**config.mk**
```make
export PLATFORM = sky130hd
export DESIGN_NAME = ysyx_22050598_ctrl_fsm
export DESIGN_NICKNAME = d
export VERILOG_FILES = /design/src/rtl/ysyx_22050598_ctrl_fsm.sv
export SDC_FILE = /design/constraint.sdc
export NUM_CORES = 1
export LEC_CHECK = 0
export CAP_MARGIN = 20
export CORE_AREA = 3 3 64 66
export DETAILED_ROUTE_END_ITERATION = 10
export DIE_AREA = 0 0 67 69
export GPL_TIMING_DRIVEN = 0
export PLACE_DENSITY_LB_ADDON = 0.25
export SLEW_MARGIN = 10
export SYNTH_ARGS = -nofsm -noshare
export SYNTH_HDL_FRONTEND = slang
export SYNTH_SLANG_ARGS = --single-unit
```
**constraint.sdc**
```tcl
create_clock -name i_clk -period 5 [get_ports i_clk]
set_input_delay 0.75 -clock i_clk [delete_from_list [all_inputs] [get_ports i_clk]]
set_output_delay 0.75 -clock i_clk [all_outputs]
set_load 0.005 [all_outputs]
```
**src/rtl/ysyx_22050598_ctrl_fsm.sv**
```systemverilog
// Multi-cycle sequencer: FETCH->DECODE->EXEC->MEM->WB with ebreak/illegal/bus-timeout halt.
// Optional performance counters are enabled by defining YSYX_22050598_PERF_CNT_EN.
module ysyx_22050598_ctrl_fsm #(
    parameter int unsigned TMO_W   = 8,
    parameter int unsigned TMO_MAX = 255
) (
    input  logic        i_clk,
    input  logic        i_rst,
    input  logic        i_run,
    input  logic [6:0]  i_opcode,
    input  logic [2:0]  i_funct3,
    input  logic [11:0] i_imm12,
    input  logic [4:0]  i_rd,
    input  logic [5:0]  i_dtype,
    input  logic        i_imem_ack,
    input  logic        i_dmem_ack,
    output logic        o_imem_req,
    output logic        o_dmem_req,
    output logic        o_dmem_we,
    output logic        o_ir_we,
    output logic        o_rf_we,
    output logic        o_pc_we,
    output logic        o_halt,
    output logic [1:0]  o_cause,
    output logic [2:0]  o_state
`ifdef YSYX_22050598_PERF_CNT_EN
    ,
    output logic [63:0] o_perf_cycle,
    output logic [63:0] o_perf_instret
`endif
);

    typedef enum logic [2:0] {
        StIdle   = 3'd0,
        StFetch  = 3'd1,
        StDecode = 3'd2,
        StExec   = 3'd3,
        StMem    = 3'd4,
        StWb     = 3'd5,
        StHalt   = 3'd6
    } state_e;

    localparam logic [6:0] OpLoad   = 7'b0000011;
    localparam logic [6:0] OpStore  = 7'b0100011;
    localparam logic [6:0] OpSystem = 7'b1110011;

    // Last waiting cycle on which an ack is still accepted.
    localparam logic [TMO_W-1:0] TmoLast = TMO_W'(TMO_MAX - 1);

    state_e           r_state;
    logic [1:0]       r_cause;
    logic [TMO_W-1:0] r_tmo;

    logic w_system;
    logic w_ebreak;
    logic w_mem_op;
    logic w_wr_type;

    assign w_system  = (i_opcode == OpSystem);
    assign w_ebreak  = w_system && (i_funct3 == 3'd0) && (i_imm12 == 12'd1);
    assign w_mem_op  = (i_opcode == OpLoad) || (i_opcode == OpStore);
    assign w_wr_type = i_dtype[5] | i_dtype[2] | i_dtype[1] | i_dtype[0];

    always_ff @(posedge i_clk) begin
        if (i_rst) begin
            r_state <= StIdle;
            r_cause <= 2'b00;
            r_tmo   <= '0;
        end else begin
            case (r_state)
                StIdle: begin
                    if (i_run) begin
                        r_state <= StFetch;
                        r_tmo   <= '0;
                    end
                end
                StFetch: begin
                    if (i_imem_ack) begin
                        r_state <= StDecode;
                    end else if (r_tmo == TmoLast) begin
                        r_state <= StHalt;
                        r_cause <= 2'b11;
                    end else begin
                        r_tmo <= r_tmo + 1'b1;
                    end
                end
                StDecode: begin
                    if (i_dtype == 6'd0) begin
                        r_state <= StHalt;
                        r_cause <= 2'b10;
                    end else begin
                        r_state <= StExec;
                    end
                end
                StExec: begin
                    if (w_ebreak) begin
                        r_state <= StHalt;
                        r_cause <= 2'b01;
                    end else if (w_mem_op) begin
                        r_state <= StMem;
                        r_tmo   <= '0;
                    end else begin
                        r_state <= StWb;
                    end
                end
                StMem: begin
                    if (i_dmem_ack) begin
                        r_state <= StWb;
                    end else if (r_tmo == TmoLast) begin
                        r_state <= StHalt;
                        r_cause <= 2'b11;
                    end else begin
                        r_tmo <= r_tmo + 1'b1;
                    end
                end
                StWb: begin
                    if (i_run) begin
                        r_state <= StFetch;
                        r_tmo   <= '0;
                    end else begin
                        r_state <= StIdle;
                    end
                end
                StHalt: r_state <= StHalt;
                default: r_state <= StIdle;
            endcase
        end
    end

    // Strobes are decoded from state; only ir_we also depends on the fetch ack.
    assign o_imem_req = (r_state == StFetch);
    assign o_ir_we    = (r_state == StFetch) && i_imem_ack;
    assign o_dmem_req = (r_state == StMem);
    assign o_dmem_we  = (r_state == StMem) && (i_opcode == OpStore);
    assign o_pc_we    = (r_state == StWb);
    assign o_rf_we    = (r_state == StWb) && w_wr_type && !w_system && (i_rd != 5'd0);
    assign o_halt     = (r_state == StHalt);
    assign o_cause    = r_cause;
    assign o_state    = r_state;

`ifdef YSYX_22050598_PERF_CNT_EN
    logic [63:0] r_perf_cycle;
    logic [63:0] r_perf_instret;

    always_ff @(posedge i_clk) begin
        if (i_rst) begin
            r_perf_cycle   <= 64'd0;
            r_perf_instret <= 64'd0;
        end else begin
            if (r_state != StIdle && r_state != StHalt) begin
                r_perf_cycle <= r_perf_cycle + 64'd1;
            end
            if (r_state == StWb) begin
                r_perf_instret <= r_perf_instret + 64'd1;
            end
        end
    end

    assign o_perf_cycle   = r_perf_cycle;
    assign o_perf_instret = r_perf_instret;
`endif

endmodule

```
# Word-level counts from Yosys, hierarchy flattened
# Index checks and enable logic that the tools add are counted.
[word_totals]
ff_bits = 13
inputBits = 38
output_inout_bits = 12
word_cells = 66
[op_classes]
bitwise = 3
addsub = 1
n_eq_ne = 19
mux = 22
n_reduce_logical = 18
[op_table]
columns = ["cell", "n"]
rows = [
  ["$mux 8", 6],
  ["$pmux 8 s4", 1],
  ["$pmux 3 s7", 1],
  ["$mux 3", 5],
  ["$ne 2x2->1 const B", 7],
  ["$eq 12x1->1 const B", 1],
  ["$mux 2", 6],
  ["$eq 3x3->1 const B", 3],
  ["$add 8x1->8 const B", 1],
  ["$eq 8x8->1 const B", 1],
  ["$pmux 2 s4", 1],
  ["$reduce_bool 4->1", 2],
  ["$eq 7x2->1 const B", 1],
  ["$eq 7x6->1 const B", 1],
  ["$eq 7x7->1 const B", 1],
  ["$logic_and 1x1->1", 7],
  ["$eq 3x2->1 const B", 2],
  ["$logic_not 3->1", 2],
  ["$logic_not 6->1", 1],
  ["$reduce_and 6->1", 1],
  ["$reduce_and 5->1", 1],
  ["$reduce_bool 5->1", 1],
  ["$eq 3x1->1 const B", 1],
  ["$or 1x1->1", 3],
  ["5 further kinds", 6],
]

# Longest topological paths before layout
# Gate-level depths: netlist of run 1.
[logic_depth]
ltp_word = 6
depth_mapped = 8
ltp_nobuf = 7

# Least setup slack after synthesis of run 1
# Ideal clock, no wire load.
[synth_timing]
path_kind = "input port to flip-flop"
start = "in i_dmem_ack"
end = "reg r_tmo[3]"
stages = 5
setup_ns = 0.070
required_time_ns = 4.930
slack_ns = 2.776
path_buffers = 0
arrival_ns = 2.154
path_cell_list = "nor2b_1 > a211o_1 > a221o_1 > or4_1 > a21boi_1"
[synth_via]
elab_chain_len = 2
[synth_lines]
columns = ["element", "line_no", "rtl"]
rows = [
  ["from (decl)", "16", "input logic i_dmem_ack,"],
  ["$ne 2x2->1 (no source line)", "--", ""],
  ["$reduce_and 6->1 (no source line)", "--", ""],
  ["to (signal assigned)", "84", "r_tmo <= r_tmo + 1'b1;"],
  ["to (signal assigned)", "113", "r_tmo <= r_tmo + 1'b1;"],
  ["to (decl)", "52", "logic [TMO_W-1:0] r_tmo;"],
]
# No other way between the ends.
# A chain may end at the register's enable or synchronous reset.

# Worst setup path after layout of run 1
[layout_timing]
start = "in i_opcode[2]"
end = "out o_rf_we"
[layout_via]
elab_chain_len = 4
[layout_lines]
columns = ["element", "line_no", "rtl"]
rows = [
  ["from (decl)", "10", "input logic [6:0] i_opcode,"],
  ["$eq 7x7->1", "59", "assign w_system = (i_opcode == OpSystem);"],
  ["$logic_not 1->1", "136", "assign o_rf_we = (r_state == StWb) && w_wr_type && !w_system && (i_rd != 5'd0);"],
  ["$logic_and 1x1->1 (2 in series)", "136", ""],
  ["to (decl)", "21", "output logic o_rf_we,"],
]
# No other way between the ends.

==> results of run 1 <==
cell usage in the layout, fill, tap and decap left out, types with 2 or more instances in the layout:
cell type	count
nor4b_1	3
and2_1	4
nor4_1	3
ha_1	2
inv_1	5
clkbuf_8	3
clkbuf_1	3
dfxtp_1	13
nor3b_1	2
a21oi_1	7
o31ai_1	5
or3_1	4
and3_1	5
nand2_1	6
nor3_1	6
clkdlybuf4s50_1	49
a21boi_1	3
buf_2	2
a221oi_1	2
or2_2	2
or4_1	4
and3b_1	2
nor2_1	6
mux2i_1	2
nand4_1	4
a31oi_1	2
a211oi_1	2
nand3_1	7
nor2b_1	2
o21a_1	2
o21ai_0	5
metal layers:
layer / vias up / part of all wire (%)
met5: - / 0
met4: 0 / 1.5
met3: 4 / 8.3
met2: 53 / 48
met1: 548 / 43
li1: 617 / -
path summary, 6_finish.rpt:
check | to | depth (start not counted)
hold reg to reg | o_cause[0] | 2
setup / recovery | o_rf_we | 6
setup reg to reg | r_tmo[7] | 8
hold / removal | o_cause[0] | 2
power groups by stage:
| stage | sequential, mW | clock (mW) | combinational, mW |
|---|---|---|---|
| 6_report | 0.110 | 0.0980 | 0.0677 |
| 3_5_place_dp | 0.112 | 0 | 0.0677 |
| 2_1_floorplan | 0.111 | 0 | 0.0267 |
| 4_1_cts | 0.110 | 0.101 | 0.0679 |
| 3_3_place_gp | 0.112 | 0 | 0.0665 |
| 5_1_grt | 0.110 | 0.106 | 0.0746 |
metrics by stage:
step,utilization (%),instance area (sq um),hold WS (ns)
floorplan,-,1010,0.446
global placement,43.0,1560,0.471
detailed placement,43.0,1560,0.478
CTS,44.3,1610,0.488
global route,44.3,1610,0.507
finish,44.3,1610,0.481
logic make-up (layout without fill, tap and decap cells):
| kind of cell | Yosys count | in the layout | share of synthesized area, % |
|---|---|---|---|
| DFF | 13 | 13 | 25.7 |
| buffers and inverters | 10 | 63 | 3.95 |
| muxes | 2 | 2 | 1.98 |
| adders and majority gates | 2 | 2 | 2.47 |
| and+or+nand+nor | 66 | 66 | 40.2 |
| xor gates and xnor gates | 1 | 1 | 0.864 |
| AOI/OAI and AO/OA | 36 | 36 | 24.8 |
flip-flops by register name, summed over array words and instances (netlist names):
signal / cells
o_cause: 2
o_state: 3
r_tmo: 8
layout make-up:
cell class	count	area share, %
flip-flops and latches	13	16.2
well taps	48	3.73
inverters	5	1.17
repair buffers	49	30.5
clock buffers	4	2.80
plain buffers	5	1.32
multi-input cells	107	44.3
synthesized netlist by cell type (2+ instances only):
cell	number	area (sq um)
and2_1	4	25.0
or4_1	4	30.0
a21boi_1	3	22.5
and3b_1	2	17.5
nand4_1	4	25.0
o21a_1	2	15.0
nor3_1	6	30.0
nand3_1	7	35.0
clkbuf_1	2	7.51
o21ai_0	5	25.0
or2_2	2	12.5
inv_1	5	18.8
nor3b_1	2	15.0
mux2i_1	2	20.0
nor4b_1	3	26.3
nor2b_1	2	12.5
nand2_1	6	22.5
buf_2	2	10.0
a31oi_1	2	12.5
dfxtp_1	13	260
a211oi_1	2	15.0
ha_1	2	25.0
and3_1	5	31.3
o31ai_1	5	37.5
a21oi_1	7	35.0
nor4_1	3	18.8
a221oi_1	2	17.5
or3_1	4	25.0
nor2_1	6	22.5
worst register-to-register path, stage by stage (launching register included):
cell and delay [ns]:
dfxtp_1 0.41, inv_1 0.08, ha_1 0.20, and3_1 0.20
and2_1 0.21, and2_1 0.14, buf_1 0.18, or4_1 0.49
a21boi_1 0.15
==> run_results.csv, run 1 <==
group,metric,value,unit
place,place_ws,1.90,ns
logic_synthesis,postSynthAreaPerCell,7.80,sq um
grt,grt_pass1_vias,1208,
setup_path,r2r-start,"r_tmo[0]",
final_layout,n_fill_cell,377,
final_layout,layout-drive-gt1-share,4.92,%
place,routabilityCongestion,0.836,
setup_path,path_cells,"clkdlybuf4s50_1 > and4bb_2 > nand4_1 > nand3_1 > a21oi_1 > clkdlybuf4s50_1",
cts,root_buffer,"clkbuf_8",
grt,grt.overflow.total,0,
logic_synthesis,synth_edf_count,0,
logic_synthesis,ys_seq_area_share,25.7,%
power_and_ir_drop,comb_power_share,24.6,%
worst_hold_path,hold_start,"o_cause[0]",
setup_path,critPathLaunchType,"input port",
power_and_ir_drop,seqPwrFrac,39.9,%
timing,min_period,3.09,ns
cts,htreeDepth,1,
final_layout,final_nets,224,
floorplanning,initial_core_util,27.9,%
timing,grt_setup_unrepaired,"no",
route,avgViaCountPerCell,5.29,
setup_path,startpoint,"i_opcode[2]",
power_and_ir_drop,internal-power,0.205,mW
logic_synthesis,synthCells,130,
setup_path,worstPathArrival,2.34,ns
worst_hold_path,hold_path.class,"reg -> reg",
setup_path,timing.critical_path.mode_cell,"clkdlybuf4s50_1",
route,ant_nets,0,
setup_path,endpoint_kind,"output port",
route,wire_per_inst,13.4,um
power_and_ir_drop,p_leak,0.570,nW
floorplanning,io_pins,50,
power_and_ir_drop,powerDensity,171,nW/um^2
timing,maxSlewHeadroom,56.5,%
route,remaining_drc_errors,0,
grt,grt.total_usage,14.4,%
floorplanning,rows,22,
route,postRouteWirelength,3100,um
grt,grt_max_degree,11,
timing,tns,0,ns
flow_run,drv_cap,0,
final_layout,fin_cells,231,
grt,grt_util_met1,17.8,%
timing,fmax,0.324,GHz
logic_synthesis,netlist_area,1010,sq um
grt,antenna_found_initial,0,
power_and_ir_drop,clkPwrFrac,35.6,%
floorplanning,die_x,67,um
setup_path,crit_family,"buffers and inverters",
setup_path,cpMaxStageDelayCell,"clkdlybuf4s50_1",
power_and_ir_drop,switching_share,25.8,%
grt,top_usage_layer,"met2",
grt,grt_util_met2,23.8,%
final_layout,diodes,0,
logic_synthesis,synthArstFlopShare,0,%
grt,met3_usage,3.58,%
final_layout,layout.area.seq,260,sq um
timing,finClkSkew,0.00756,ns
outcome,status,"finished, final reports clean",
logic_synthesis,synth.net_count,170,
setup_path,crit_type,"in -> out",
power_and_ir_drop,p_sw,0.0710,mW
timing,fin_ws,1.91,ns
cts,insertion_delay,0.25,ns
timing,slew_viol_final,0,
cts,cts_tree,"done",
logic_synthesis,ys_ff_latch,13,
logic_synthesis,synth_flop_cell,"dfxtp_1",
power_and_ir_drop,power,0.276,mW
timing,hold_viol,0,
floorplanning,dieArea,4620,sq um
cts,ctsResizeCount,0,
route,via_count,1222,
setup_path,slowest_delay,0.51,ns
floorplanning,core-area,3630,sq um
setup_path,r2r_slack,2.88,ns
logic_synthesis,synthDistinctLibCells,45,
logic_synthesis,ys.warnings.count,0,
final_layout,synthToLayoutAreaGrowth,58.8,%
timing,period_share,61.7,%
timing,setup_viol_count_final,0,
route,drt_pass1_iterations,4,
setup_path,cp.buffers_inverters,2,
floorplanning,die_h,69,um
cts,cts_made_buffers,3,
cts,clk_pin_slew,0.06,ns
grt,grt_pass1_wl,5420,um
power_and_ir_drop,vdd_ir_drop_max,0.0000705,V
setup_path,crit_required,4.25,ns
cts,ctsHoldBuffers,0,
place,hpwl,2580,um
cts,cts_buffer_depth,2,
cts,post-cts-setup-buffers,0,
place,placedCellCount,227,
route,drtIter0Drc,53,
final_layout,multi_input_area,713,sq um
place,portBuffers,49,
timing,worstMarginPinSlew,0.653,ns
setup_path,cp_max_fo,3,
cts,cts_sinks,13,
Power figures use the tool's default switching activity.
==> run 2, diff against run 1 <==
Clock period 5 ns to 3.2 ns, I/O delays scaled along.
==> results of run 2 <==
The final DEF is identical to that of run 1. Status: finished, final reports clean.
Main changes from that run: setup slack after placement 1.90 ns -> 0.625 ns; setup slack after layout 1.91 ns -> 0.465 ns; start point of the critical path i_opcode[2] -> o_state[2]; register-to-register setup slack 2.88 ns -> 1.08 ns; total power 0.276 mW -> 0.431 mW; worst IR drop on VDD 0.0000705 V -> 0.000110 V
==> patch 1, RTL diff (settings of run 2) <==
Change the parameter `TMO_W` from 8 to 12.
--- a/src/rtl/ysyx_22050598_ctrl_fsm.sv
+++ b/src/rtl/ysyx_22050598_ctrl_fsm.sv
@@ -3,3 +3,3 @@
 module ysyx_22050598_ctrl_fsm #(
-    parameter int unsigned TMO_W   = 8,
+    parameter int unsigned TMO_W   = 12,
     parameter int unsigned TMO_MAX = 255
Function: no difference found for any inputs over 10 cycles, from zero or initial values and one cycle with i_rst high; that may be too few to reach the edited logic, so the function may still have changed.
==> patch 1 against run 2 <==
Wire length increased by 15%. Critical path depth unchanged. Utilization increased by 4.1 points. Sequential power increased by 32%. Area after synthesis increased by 15%. Global-route usage increased by 2.2 points. Power increased by 24%. Cell area increased by 9.3%. Setup slack improved by 150 ps. Combinational power increased by 31%. Sequential cell count increased by 4. Largest cell class unchanged. Largest power group unchanged.
==> patch 1: results (changes against run 2) <==
| Metric | Value |
|---|---|
| Setup Skew | `5.35 ps (-2.22 ps)` |
| Final hold slack | `486 ps (+4.89 ps)` |
| Mux cell area share after synthesis | `0% (-2.0 points)` |
| First-pass GRT wire length | `6.07 mm (+12%)` |
| Sw Share | `28.4% (+2.6 points)` |
| Layout non-clock buf frac | `29.4% (-2.4 points)` |
| Worst min-delay path startpoint | `r_tmo[11]` |
| Mapped Nets | `187 (+10%)` |
| Register Area | `340 sq um (+31%)` |
| Layout cell share with drive strength beyond 1 | `7.00% (+2.1 points)` |
| Clk cell area share | `2.63% (-0.17 points)` |
| Area occupied by multi-input gates | `772 sq um (+8.2%)` |
| Number of cells after detailed placement | `244 (+7.5%)` |
| Outcome | `finished, final reports clean` |
| Non-Clock Inverter Count | `6 (+1)` |
| Worst-Margin Slew | `700 ps (+47.3 ps)` |
| Post-DP HPWL | `2.89 mm (+12%)` |
| Vias in the first global route | `1357 (+12%)` |
| Synth Area in Compound Gates | `25.7% (+0.91 points)` |
| Overall routed net length | `3.57 mm (+15%)` |
| Synthesized area per cell | `7.91 sq um (+1.4%)` |
| Xor and xnor fraction of the mapped netlist area | `2.91% (+2.0 points)` |
| Largest register FFs | `12 (+4)` |
| Vias per cell | `5.40 (+2.1%)` |
| DP Area | `1710 sq um (+9.5%)` |
| Worst slack, placed | `548 ps (-77.7 ps)` |
| Most common library cells after synthesis | `dfxtp_1 (17), a21oi_1 (14), nor2_1 (11), nand2_1 (10), o21ai_0 (10)` |
| Lkg Pwr | `0.570 nW (about the same)` |
| Clock group share of total power | `31.5% (-4.1 points)` |
| #MultiIn Comb | `120 (+12%)` |
| Sequential element share of the synthesized area | `29.3% (+3.6 points)` |
patch 1: per-layer routing:
| layer | GRT usage, % | up-vias | wire [um] |
|---|---|---|---|
| met1 | 19.5 | 616 | 1500 |
| met5 | 0 | - | 0 |
| li1 | - | 666 | - |
| met4 | 6.31 | 0 | 80 |
| met2 | 28.7 | 49 | 1810 |
| met3 | 3.42 | 9 | 179 |
patch 1: how the worst max path moves through the flow:
stage	start	endpoint	slack, ps	cells after the start
after detailed placement	i_opcode[2]	r_tmo[10]	550	6
final	i_opcode[2]	o_rf_we	610	6
after floorplan	i_opcode[2]	r_tmo[11]	1210	5
after global routing	i_opcode[2]	o_rf_we	530	6
after CTS	i_opcode[2]	o_rf_we	590	6
after global placement	i_opcode[2]	r_tmo[11]	600	6
patch 1: through the flow:
| stage | total power [mW] | util [%] |
|---|---|---|
| CTS | 0.537 | 48.4 |
| detailed placement | 0.371 | 47.1 |
| floorplan | 0.297 | - |
| global route | 0.559 | 48.4 |
| global placement | 0.368 | 47.1 |
| finish | 0.536 | 48.4 |
==> patch 2, RTL diff (flow settings as in run 2) <==
Without the edit above. Set the parameter `TMO_MAX` to 191 (it was 255).
--- a/src/rtl/ysyx_22050598_ctrl_fsm.sv
+++ b/src/rtl/ysyx_22050598_ctrl_fsm.sv
@@ -4,3 +4,3 @@
     parameter int unsigned TMO_W   = 8,
-    parameter int unsigned TMO_MAX = 255
+    parameter int unsigned TMO_MAX = 191
 ) (
Formal check against the unedited RTL: no difference found for any inputs over 10 cycles, from zero or initial values and one cycle with i_rst high; that may be too few to reach the edited logic, so the function may still have changed.
==> patch 2 against run 2 <==
Count of clock-buffer cells in the layout stayed put. Wire length is 2.9% higher. Sequential cell count stayed put. Die area stayed put. Power hardly changed. Global-route usage is 0.34 points lower. Cell area is 2.5% higher. Area after synthesis is 4.0% higher. Clock skew is 5.2 ps lower. Setup slack better by 130 ps. Combinational power is 8% higher. Cell count is 1.3% lower. Critical path type is now in2out. Critical endpoint unchanged. Largest power group unchanged. Highest routed layer unchanged.
==> patch 2: results (changes against run 2) <==
| Metric | Value |
|---|---|
| Clock-pin slew on the worst setup and hold paths | `50 ps` |
| Largest register FFs | `8 (unchanged)` |
| First-pass GRT wire length | `5.20 mm (-4.0%)` |
| Initial antenna violation count | `0 (unchanged)` |
| Post-DP HPWL | `2.70 mm (+4.7%)` |
| # resized after CTS | `0 (unchanged)` |
| Initial DRC count | `98 (+85%)` |
| Outcome | `finished, final reports clean` |
| Worst-skew pair later-pin latency | `240 ps` |
| DP Area | `1600 sq um (+2.6%)` |
| Top cells by area, synth | `dfxtp_1 (25%), a21oi_1 (6.2%), buf_6 (4.3%)` |
| Vias per cell | `5.16 (-2.5%)` |
| Root Buffer | `clkbuf_8` |
| # H-tree levels | `1 (unchanged)` |
| Fillers | `364 (-3.4%)` |
| # diodes | `0 (unchanged)` |
| Fraction of registers with async set/reset | `0% (unchanged)` |
| Rel. slew slack | `60.3% (+3.8 points)` |
| Setup Skew | `2.33 ps (-5.23 ps)` |
| Most common library cells after synthesis | `a21oi_1 (13), dfxtp_1 (13), nand2_1 (6), nor2_1 (6), or4_1 (6)` |
| Vias in the first global route | `1112 (-7.9%)` |
| Placer congestion estimate | `0.885 (+5.9%)` |
| WL per Instance | `14.0 um (+4.2%)` |
| Yosys warns | `0 (unchanged)` |
| IO Port Bufs | `49 (unchanged)` |
| Layout cell share with drive strength beyond 1 | `12.8% (+7.9 points)` |
| Final TNS setup | `0 ps (unchanged)` |
| Critical path peak fanout | `1 (-9)` |
| Total GRT Usage | `14.1% (-0.34 points)` |
| WP data arrival | `2130 ps (-130 ps)` |
| Nets@finish | `221 (-1.3%)` |
| Sequential element share of the synthesized area | `24.7% (-0.98 points)` |
| Synth unique cells | `48 (+6.7%)` |
| Lkg Pwr | `0.521 nW (-8.5%)` |
| Max VDD drop | `0.123 mV (+11%)` |
| Largest Register | `r_tmo` |
| Mapped Nets | `167 (-1.8%)` |
| Clock tree buffer depth | `2 (unchanged)` |
## patch 2: changes by cell type after synthesis, sizes merged, moves of 4 or more
cell	change
a21boi	-4
a21oi	+7
or3	-4
and3	-4
## patch 2: worst max-delay path, cell delays in order
cell and delay (ps):
clkdlybuf4s50_1 390, or4_1 520, o21ai_0 190, nor4_1 70
clkdlybuf4s50_1 480
## patch 2: cells by family after synthesis
kind of cell,after synthesis,share of synthesized area (%)
and+or+nand+nor,55,34.4
xor gates and xnor gates,1,0.832
DFF,13,24.7
AOI/OAI and AO/OA,45,30.9
buffers and inverters,11,6.77
adders and majority gates,2,2.37
## patch 2: where the power goes
part	internal [mW]	switching [mW]
registers	0.166	0.00621
clock network	0.0878	0.0556
logic	0.0700	0.0453
total	0.324	0.107
## patch 2: layout make-up
| cell class | count | area share [%] |
|---|---|---|
| flip-flops and latches | 13 | 15.8 |
| inverters | 6 | 1.37 |
| plain buffers | 5 | 2.96 |
| well taps | 48 | 3.64 |
| repair buffers | 49 | 29.7 |
| multi-input cells | 103 | 43.8 |
| clock buffers | 4 | 2.73 |
## patch 2: metal layers
layer  global-route usage, %  vias to the layer above  wire length, um
met5                       0                        -                0
met1                    18.1                      546             1400
li1                        -                      603                -
met2                    23.4                       25             1620
met3                    3.75                        2              144
met4                    2.70                        0               21
## patch 2: final timing paths
| check | start | to | slack [ps] | cells after the start |
|---|---|---|---|---|
| worst min-delay path | o_cause[0] | o_cause[0] | 470 | 2 |
| worst min register to register | o_cause[0] | o_cause[0] | 470 | 2 |
| worst max register to register | o_state[0] | r_tmo[7] | 1320 | 7 |
| worst max-delay path | i_rd[0] | o_rf_we | 590 | 5 |
## patch 2: per-stage QoR
stage          instances  setup WS, ps  hold WS (ps)
3_5_place_dp         224           575           462
6_report             228           590           468
3_3_place_gp         224           590           456
2_1_floorplan        127          1360           442
4_1_cts              228           583           472
5_1_grt              228           498           500
